[src/rtl/des_key_sched.sv]
// Iterative DES key schedule: PC-1 load, per-round 28-bit rotations of C/D, PC-2 output.
// Emits K1..K16 (encrypt) or K16..K1 (decrypt) over a valid/ready handshake.
module des_key_sched (
  input  logic        clk,
  input  logic        rst,
  input  logic        start,
  input  logic [63:0] key,
  input  logic        decrypt,
  output logic        busy,
  output logic        sk_valid,
  input  logic        sk_ready,
  output logic [47:0] sk,
  output logic [3:0]  sk_round,
  output logic        sk_last
);

  typedef enum logic [0:0] {StIdle, StGen} state_e;

  // FIPS 46-3 bit numbers (1 = MSB) selected for each output bit, MSB first.
  localparam int unsigned Pc1Tab [56] = '{
    57, 49, 41, 33, 25, 17,  9,  1, 58, 50, 42, 34, 26, 18,
    10,  2, 59, 51, 43, 35, 27, 19, 11,  3, 60, 52, 44, 36,
    63, 55, 47, 39, 31, 23, 15,  7, 62, 54, 46, 38, 30, 22,
    14,  6, 61, 53, 45, 37, 29, 21, 13,  5, 28, 20, 12,  4
  };

  localparam int unsigned Pc2Tab [48] = '{
    14, 17, 11, 24,  1,  5,  3, 28, 15,  6, 21, 10,
    23, 19, 12,  4, 26,  8, 16,  7, 27, 20, 13,  2,
    41, 52, 31, 37, 47, 55, 30, 40, 51, 45, 33, 48,
    44, 49, 39, 56, 34, 53, 46, 42, 50, 36, 29, 32
  };

  // Entry i holds the rotation amount for round i+1.
  localparam logic [1:0] ShTab [16] = '{
    2'd1, 2'd1, 2'd2, 2'd2, 2'd2, 2'd2, 2'd2, 2'd2,
    2'd1, 2'd2, 2'd2, 2'd2, 2'd2, 2'd2, 2'd2, 2'd1
  };

  function automatic logic [55:0] pc1(input logic [63:0] k);
    logic [55:0] res;
    logic [5:0]  idx;
    res = '0;
    for (int i = 0; i < 56; i++) begin
      idx = 6'(64 - Pc1Tab[i]);
      res = {res[54:0], k[idx]};
    end
    return res;
  endfunction

  function automatic logic [47:0] pc2(input logic [55:0] cd);
    logic [47:0] res;
    logic [5:0]  idx;
    res = '0;
    for (int i = 0; i < 48; i++) begin
      idx = 6'(56 - Pc2Tab[i]);
      res = {res[46:0], cd[idx]};
    end
    return res;
  endfunction

  function automatic logic [27:0] rotl(input logic [27:0] x, input logic [1:0] n);
    return (n == 2'd2) ? {x[25:0], x[27:26]} : {x[26:0], x[27]};
  endfunction

  function automatic logic [27:0] rotr(input logic [27:0] x, input logic [1:0] n);
    return (n == 2'd2) ? {x[1:0], x[27:2]} : {x[0], x[27:1]};
  endfunction

  state_e      state_q, state_d;
  logic        mode_q, mode_d;
  logic [27:0] c_q, c_d;
  logic [27:0] d_q, d_d;
  logic [3:0]  step_q, step_d;
  logic [55:0] key_cd;
  logic [1:0]  sh_enc, sh_dec;

  assign key_cd = pc1(key);
  assign sh_enc = ShTab[step_q + 4'd1];
  // Decrypt walks C/D backwards: undo the rotation that produced the subkey just shown.
  assign sh_dec = ShTab[~step_q];

  always_comb begin
    state_d = state_q;
    mode_d  = mode_q;
    c_d     = c_q;
    d_d     = d_q;
    step_d  = step_q;
    unique case (state_q)
      StIdle: begin
        if (start) begin
          state_d = StGen;
          mode_d  = decrypt;
          step_d  = 4'd0;
          // Total rotation over 16 rounds is 28, so C16/D16 equals the unrotated load.
          if (decrypt) begin
            c_d = key_cd[55:28];
            d_d = key_cd[27:0];
          end else begin
            c_d = rotl(key_cd[55:28], ShTab[0]);
            d_d = rotl(key_cd[27:0], ShTab[0]);
          end
        end
      end
      StGen: begin
        if (sk_ready) begin
          if (step_q == 4'd15) begin
            state_d = StIdle;
          end else begin
            step_d = step_q + 4'd1;
            if (mode_q) begin
              c_d = rotr(c_q, sh_dec);
              d_d = rotr(d_q, sh_dec);
            end else begin
              c_d = rotl(c_q, sh_enc);
              d_d = rotl(d_q, sh_enc);
            end
          end
        end
      end
      default: state_d = StIdle;
    endcase
  end

  always_ff @(posedge clk or posedge rst) begin
    if (rst) begin
      state_q <= StIdle;
      mode_q  <= 1'b0;
      c_q     <= '0;
      d_q     <= '0;
      step_q  <= '0;
    end else begin
      state_q <= state_d;
      mode_q  <= mode_d;
      c_q     <= c_d;
      d_q     <= d_d;
      step_q  <= step_d;
    end
  end

  assign sk_valid = (state_q == StGen);
  assign busy     = (state_q == StGen);
  assign sk       = pc2({c_q, d_q});
  assign sk_round = mode_q ? ~step_q : step_q;
  assign sk_last  = sk_valid && (step_q == 4'd15);

endmodule

[config.mk]
export PLATFORM = sky130hd
export DESIGN_NAME = des_key_sched
export DESIGN_NICKNAME = d
export VERILOG_FILES = /design/src/rtl/des_key_sched.sv
export SDC_FILE = /design/constraint.sdc
export NUM_CORES = 1
export LEC_CHECK = 0
export CORE_MARGIN = 2
export CORE_UTILIZATION = 50
export DETAILED_ROUTE_END_ITERATION = 8
export PLACE_DENSITY = 0.89
export SYNTH_ARGS = -nofsm -noshare
export SYNTH_HDL_FRONTEND = slang
export SYNTH_SLANG_ARGS = --single-unit
[constraint.sdc]
create_clock -name clk -period 3.08 [get_ports clk]
set_clock_uncertainty 0.2 [all_clocks]
set_input_delay 0.924 -clock clk [delete_from_list [all_inputs] [get_ports clk]]
set_output_delay 0.924 -clock clk [all_outputs]
set_load 0.01 [all_outputs]
==> reports/results.txt <==
Int Power -> 4198 uW
CP Class -> reg -> out
Logic pwr share -> 61.6%
VDD IR max -> 665.8 uV
Via density -> 6.803
Routed via count -> 5626
Post-Syn Instances -> 653
Syn nets -> 728
Max layer used -> met4
Max-Cap Viols -> 0
H-tree depth -> 3
Critical path launch point type -> flop
# Post-CTS Setup Buffers -> 0
GRT Total Usage -> 26.70%
# setup viols final -> 0
Worst-Skew Late Latency -> 0.33 ns
Layout area overhead -> 20.61%
Placed Cells -> 811
Final net count -> 754
Final Max Tran Viols -> 0
Hold path startpoint -> step_q[0]
Clock Power Share -> 13.5%
CP required -> 1.96 ns
Power share of the sequential group -> 25.0%
Die Y -> 112.7 um
Max Clk Rate -> 334.3 MHz
Drt total wl -> 17.27 mm
Vias in the first global route -> 5498
Core box area -> 11470 um2
Initial core utilization -> 51.55%
Post-synthesis cell type count -> 45
Area of the multi-input gates -> 3670 um2
Clock Pin Slew Worst Setup and Hold Paths -> 0.06 ns
Final antenna-violating net count -> 0
Post_cts resized -> 1
Reg2Reg Depth -> 7
Hold path endpoint -> step_q[0]
Longest Clk Path Bufs -> 2
IO buf count -> 115
Commonest non-fill, non-tap cell in the layout -> clkdlybuf4s50_1
DRT iter0 DRCs -> 552
Die extent in x -> 112.7 um
Tcrit/Tclk final -> 97.13%
Pleak -> 0.002713 uW
Outcome -> finished, final reports clean
Worst reg2reg setup slack -> 0.35 ns
Share of cells above drive strength 1 -> 14.18%
Final Hold Fails -> 0
Unrepaired setup endpoints after global routing -> false
Ant diodes -> 0
Largest net degree at the start of global routing -> 75
Syn. warnings -> 0
FF-to-FF Start -> step_q[1]
Switching Share -> 45.24%
Max_slew headroom -> 56.72%
Actual slew at the worst max-slew pin -> 0.6492 ns
CTS root buf -> clkbuf_16
Initial antenna violation count -> 0
First-pass GRT wire length -> 28.20 mm
Rows -> 39
CP arrival -> 1.87 ns
FF+latch area -> 1556 um2
Final min period -> 2.992 ns
First drt pass iteration count -> 6
CTS tree -> done
PD cells -> 1075 nW/um2
Critical path peak fanout -> 10
DIE AREA -> 12710 um2
Hold Crit Depth -> 2
Worst flop-to-flop path endpoint -> d_q[3]
Number of remaining DRC errors -> 0
Met3 wire length -> 1.553 mm
P_sw -> 3468 uW
FF+latch count, synth -> 62
Final HPWL DP -> 10.55 mm
Layout fillers -> 887
PnR Total Power -> 7666 uW
Hold crit path type -> reg -> reg
GPL Wtd Cong -> 0.8367
Avg Inst Size Synth -> 9.053 um2
Post-synthesis cell area -> 5912 um2
CTS Hold Bufs -> 0
Top Ports -> 124
M1 WL -> 7.124 mm
Fin cells -> 827
GRT overflow -> 0
Most frequent cells in the layout -> clkdlybuf4s50_1, dfrtp_1, mux2i_1
CTS Buf Count -> 9
Critical Path End Type -> output pin
Post-synthesis sequential area ratio -> 26.24%
# clock sinks -> 62
Wire per inst -> 20.89 um
DR WL met2 -> 8.206 mm
-- flip-flops by register name, summed over array words and instances (netlist names) --
register / flops
d_q: 28
mode_q: 1
step_q: 4
busy: 1
c_q: 28
-- final cells by class --
cell class | instances | share of cell area [%]
well taps | 143 | 2.509
multi-input cells | 465 | 51.47
repair buffers | 136 | 19.72
clock inverters | 6 | 0.8598
flip-flops and latches | 62 | 21.83
clock buffers | 10 | 3.351
inverters | 5 | 0.2632
-- stage by stage --
step / setup WS (ns) / utilization, % / hold WS (ns) / TNS, ns / area [um2]
CTS: 0.01508 / 62.15 / 0.4203 / 0 / 7127
finish: 0.08838 / 62.18 / 0.4132 / 0 / 7131
global placement: -0.03308 / 59.52 / 0.3868 / -0.03308 / 6825
global route: 0.02160 / 62.18 / 0.4377 / 0 / 7131
detailed placement: -0.04586 / 59.52 / 0.3960 / -0.2026 / 6825
floorplan: 0.4146 / - / 0.3496 / 0 / 5912
-- layer usage --
| layer | GRT usage [%] | up-vias |
|---|---|---|
| li1 | - | 2519 |
| met2 | 42.24 | 324 |
| met3 | 3.910 | 44 |
| met1 | 37.63 | 2739 |
| met4 | 9.106 | 0 |
| met5 | 0 | - |
-- cells by family after synthesis --
| logic type | count (synthesis) | synth area share (%) |
|---|---|---|
| xor+xnor | 5 | 0.7407 |
| flops | 62 | 26.24 |
| compound gates | 145 | 22.67 |
| buf+inv | 126 | 12.72 |
| fa+ha+maj | 6 | 1.270 |
| mux | 94 | 18.05 |
| simple gates | 215 | 18.31 |
-- worst max-delay path by stage --
stage	start	endpoint	slack, ns	depth (start not counted)
after CTS	step_q[0]	sk_last	0.02	4
after detailed placement	start	c_q[1]	-0.05	7
after floorplan	rst	busy	0.41	1
after global placement	start	c_q[1]	-0.03	7
after global routing	step_q[1]	sk_last	0.02	4
final	step_q[1]	sk_last	0.09	4
-- power by group through the flow --
stage,registers (uW),clock network [uW],logic (uW)
floorplan,1630,0,3810
global route,1980,1060,5030
detailed placement,1880,0,4620
CTS,1890,1020,4680
finish,1910,1030,4720
global placement,1850,0,4470
-- synthesized netlist by cell type (all sizes together) --
cell type	instances	area share [%]
o221ai	1	0.15
nor2b	20	2.1
o22ai	2	0.21
nand2b	1	0.11
nand4	37	3.9
o22a	1	0.15
mux2	38	8.6
and2	2	0.21
a21boi	1	0.13
o21ai	5	0.42
or3	1	0.11
a31oi	1	0.11
o31ai	1	0.36
and3b	1	0.15
a211oi	20	2.6
a2111oi	19	2.8
a221oi	37	7.7
mux2i	56	9.5
nor2	43	2.7
o211ai	37	4.7
clkbuf	38	2.4
dfrtp	62	26
nand2	43	2.7
buf	83	10
nand3	23	1.9
nor3b	3	0.47
nand3b	1	0.13
o311a	19	3.2
xor2	5	0.74
a21oi	1	0.085
nor4	1	0.11
ha	6	1.3
nor3	38	3.4
inv	5	0.32
and3	1	0.19
-- critical path, stage by stage (launching register included) --
cell	delay [ns]
dfrtp_2	0.47
ha_1	0.20
and3_4	0.21
and2_1	0.13
clkdlybuf4s50_1	0.53
No activity file was read; power rests on OpenSTA's default activity.
==> patch 1: new RTL, same flow settings <==
Add an input register stage for `key`; this delays it by one clock. The other inputs are not delayed to match.
--- a/src/rtl/des_key_sched.sv
+++ b/src/rtl/des_key_sched.sv
@@ -39,2 +39,8 @@
 
+  logic [63:0] key_q;
+
+  always_ff @(posedge clk) begin
+    key_q <= key;
+  end
+
   function automatic logic [55:0] pc1(input logic [63:0] k);
@@ -77,3 +83,3 @@
 
-  assign key_cd = pc1(key);
+  assign key_cd = pc1(key_q);
   assign sh_enc = ShTab[step_q + 4'd1];
Function: changed (a bounded check fails within 4 cycles, from zero or initial values and one cycle with rst high).
==> patch 1 against the original RTL <==
  * Sequential share of layout area grew 9.5 points
  * Power grew 15%
  * Register-to-register slack lost 0.18 ns
  * Cell area grew 20%
  * Sequential cell count grew 56
  * Setup slack gained 0.025 ns
  * Routed wire length grew 3.5%
  * Global-route usage shrank 2.0 points
  * Synthesized area grew 18%
  * Critical path depth is the same
  * Largest power group unchanged
==> patch 1: results (changes against the original RTL) <==
- Sequential share of the synthesized area: 0.384 (+0.122)
- RePlAce Congestion: 0.843 (+0.76%)
- Metal3 WL: 1530 um (-1.7%)
- Placed insts: 945 (+17%)
- Inserted Clock Buffers: 17 (+8)
- DRT iter0 DRCs: 571 (+3.4%)
- Met1 wire length: 7810 um (+9.7%)
- WL/cell: 18.3 um (-13%)
- Vias in the first global route: 5,736 (+4.3%)
- Post-synth ARST share: 0.525 (-0.475)
- Layout cells sized above 1: 0.109 (-0.0329)
- # nets final: 861 (+14%)
- Least-Margin Pin Slew: 1.26 ns (+0.615 ns)
- Post-placement cell area: 0.00792 mm2 (+16%)
- Top Registers: key_q (56), c_q (28), d_q (28)
- Library cells used by synthesis: 46 (+2.2%)
- Outcome: completed
- Static Leak: 3.56 nW (+31%)
- HPWL after detailed placement: 11,300 um (+7.4%)
- Mapped Nets: 811 (+11%)
- Arrival time at the worst endpoint: 1.84 ns (-0.03 ns)
- GRT met3 Usage: 0.0590 (+0.0199)
- Synth cell count leaders: mux2i_1 (118), nand2_1 (64), nand3_1 (64)
- Post-Place Setup Slack: 0.0306 ns (+0.0765 ns)
- M1 GR Usage: 0.328 (-0.0482)
- Largest net degree at the start of global routing: 63 (-16%)
- Complex-gate fraction of the synthesized area: 0.169 (-0.0578)
- CP Max Fanout: 4 (-6)
- VDD IR-drop max: 0.000596 V (-10%)
- Top post-synthesis cells by area: dfrtp_1 (22%), mux2i_1 (17%), dfxtp_1 (16%)
- Adder-cell share of the synthesized area: 0.0108 (-0.00190)
- Met2 wire len: 8140 um (-0.77%)
- Drt total wl: 17,900 um (+3.5%)
- Global-route wire length before repair: 29,100 um (+3.2%)
-- patch 1: cell types whose count changed after synthesis, moves of 29 or more --
cell      unedited run  this run
mux2i_1             56       118
nand4_1             37         8
nor2_1              43        14
dfxtp_1              0        56
a21oi_1              1        37
nand3_1             23        64
o211ai_1            37         1
-- patch 1: worst paths after layout --
| kind | start | to | slack (ns) | depth (start not counted) |
|---|---|---|---|---|
| max in group asynchronous | rst | mode_q$_DFFE_PP0P_ | 1.67 | 3 |
| min reg2reg | c_q[3]$_DFFE_PP0P_ | c_q[3]$_DFFE_PP0P_ | 0.40 | 2 |
| max | step_q[1]$_DFFE_PP0P_ | sk_last | 0.11 | 4 |
| min in group asynchronous | rst | c_q[12]$_DFFE_PP0P_ | 0.70 | 3 |
| min | c_q[3]$_DFFE_PP0P_ | c_q[3]$_DFFE_PP0P_ | 0.40 | 2 |
| max reg2reg | step_q[0]$_DFFE_PP0P_ | d_q[17]$_DFFE_PP0P_ | 0.17 | 11 |
-- patch 1: where the power goes --
part | internal [W] | switching, W
combinational | 0.00208 | 0.00224
sequential | 0.00190 | 0.000576
clock | 0.00132 | 0.000695
total | 0.00529 | 0.00351
-- patch 1: cell type report --
cell class	count	area, um2
tap	180	225
sequential	118	2680
multi-input combinational	499	3580
fill	1093	5170
inverter	6	22.5
clock inverter	8	93.8
timing repair buffer	144	1440
clock buffer	24	513
-- patch 1: worst min-delay path: cells and delay by family, from the launching register on --
family | cells | cell delay, ns
AOI/OAI and AO/OA | 2 | 0.14
DFF | 1 | 0.41
-- patch 1: what timing repair did --
action | 4_1_cts | 5_1_grt
resized for setup | 4 | 2
hold buffers | 0 | 0
buffers inserted | 2 | 0
cloned | 0 | 0
setup endpoints to repair | 1 | 7
pin swaps | 0 | 0
==> patch 2: new RTL, same settings <==
Made on the original files. `c_q` and `d_q` no longer have a reset.
--- a/src/rtl/des_key_sched.sv
+++ b/src/rtl/des_key_sched.sv
@@ -128,4 +128,2 @@
       mode_q  <= 1'b0;
-      c_q     <= '0;
-      d_q     <= '0;
       step_q  <= '0;
@@ -134,6 +132,9 @@
       mode_q  <= mode_d;
-      c_q     <= c_d;
-      d_q     <= d_d;
       step_q  <= step_d;
     end
+  end
+
+  always_ff @(posedge clk) begin
+    c_q <= c_d;
+    d_q <= d_d;
   end
Behaviour: not the same (Yosys sat finds a counterexample within 4 cycles, from zero or initial values and one cycle with rst high).
==> patch 2 against the original RTL <==
  * Setup slack gained 0.0071 ns
  * First-iteration DRC count shrank 0.72%
  * Cell area decreased by 11%
  * Sequential power grew 19%
  * Maximum frequency increased by 0.24%
  * Register-to-register slack gained 0.03 ns
  * Non-clock buffer count up 1
  * Routed wire length is 18% lower
  * Power is 2.6% lower
  * Synthesized area is 12% lower
  * Sequential cell count stayed put
  * Largest power group unchanged
==> patch 2: results (changes against the original RTL) <==
- Root Buffer: clkbuf_8
- FFs & Latches: 62 (unchanged)
- Met2 Use GR: 0.405 (-0.0176)
- Largest net degree at the start of global routing: 60 (-20%)
- Invs w/o clock: 8 (+3)
- Mapped Nets: 682 (-6.3%)
- Metal3 WL: 1240 um (-20%)
- CP Max Fanout: 12 (+2)
- Combinational share of power: 0.598 (-0.018)
- Clk tree area frac: 0.0315 (-0.0106)
- Via count: 4,914 (-13%)
- Worst-path clk slew: about 0.070 ns
- Static Leak: 2.43 nW (-11%)
- Library cells used by synthesis: 41 (-8.9%)
- Sequential Area: 0.00184 mm2 (+18%)
- Post-synth ARST share: 0.0968 (-0.903)
- Internal power: 0.00408 W (-2.8%)
- Clkbuf count: 9 (-1)
- Global-route wire length before repair: 22,900 um (-19%)
- Rel. slew slack: 0.564 (-0.00350)
- R2R Path Start: step_q[0]$_DFFE_PP0P_
- Synth cell count leaders: nand2_1 (114), nor3_1 (104), edfxtp_1 (56)
- CP peak stage delay: 0.64 ns (+0.11 ns)
- Hold depth: 1 (-1)
- Buffers excl. clock: 137 (+0.74%)
- Vias in the first global route: 4,525 (-18%)
- Worst reg-to-reg setup slack: 0.38 ns (+0.03 ns)
- Drt first pass iters: 5 (-1)
- Met2 wire len: 6880 um (-16%)
- GRT met3 Usage: 0.0313 (-0.00783)
- Worst reg2reg path endpoint: c_q[12]$_DFFE_PP_
- Cell area after synthesis: 0.00522 mm2 (-12%)
- Area occupied by multi-input gates: 0.00271 mm2 (-26%)
- Min Hold Slack: 0.438 ns (+0.0250 ns)
- HPWL after detailed placement: 9360 um (-11%)
- RePlAce Congestion: 0.871 (+4.1%)
- WL/cell: 17.9 um (-14%)
- Met1 wire length: 5840 um (-18%)
- Tot GR Track Use: 0.248 (-0.0192)
- VDD IR-drop max: 0.000738 V (+11%)
- Reg power frac: 0.306 (+0.056)
- M1 GR Usage: 0.340 (-0.0366)
- Delay-heaviest family, CP: flip-flops
- Main synth FF type: edfxtp_1
- DRT iter0 DRCs: 548 (-0.72%)
- Fill cells: 845 (-4.7%)
- Top post-synthesis cells by area: edfxtp_1 (32%), mux2_2 (12%), nor3_1 (10%)
- Sw Pwr: 0.00338 W (-2.4%)
- #MultiIn Comb: 437 (-6.0%)
- Layout cells sized above 1: 0.159 (+0.0173)
- # nets final: 730 (-3.2%)
- Worst Setup SP: step_q[2]$_DFFE_PP0P_
- Sequential share of the synthesized area: 0.351 (+0.0882)
- Outcome: completed
[patch 2: changes by cell type after synthesis, sizes merged, moves of 51 or more]
cell    delta
and3      +51
dfrtp     -56
edfxtp    +56
mux2i     -53
nand2     +71
nor3      +66
[patch 2: cell families after synthesis]
logic type	after synthesis	share of synthesized area
and+or+nand+nor	291	0.268
buffers and inverters	108	0.134
AOI/OAI and AO/OA	76	0.0977
DFF	62	0.351
muxes	60	0.129
adders and majority gates	6	0.0144
xor gates and xnor gates	4	0.00671
[patch 2: metrics by stage]
step | std cells | setup slack (ns) | area, um2 | util
2_1_floorplan | 607 | 0.349 | 5230 | -
3_3_place_gp | 777 | 0.391 | 6090 | 0.595
3_5_place_dp | 777 | 0.343 | 6090 | 0.595
4_1_cts | 793 | 0.0291 | 6290 | 0.615
5_1_grt | 796 | 0.0364 | 6310 | 0.617
6_report | 796 | 0.0955 | 6310 | 0.617
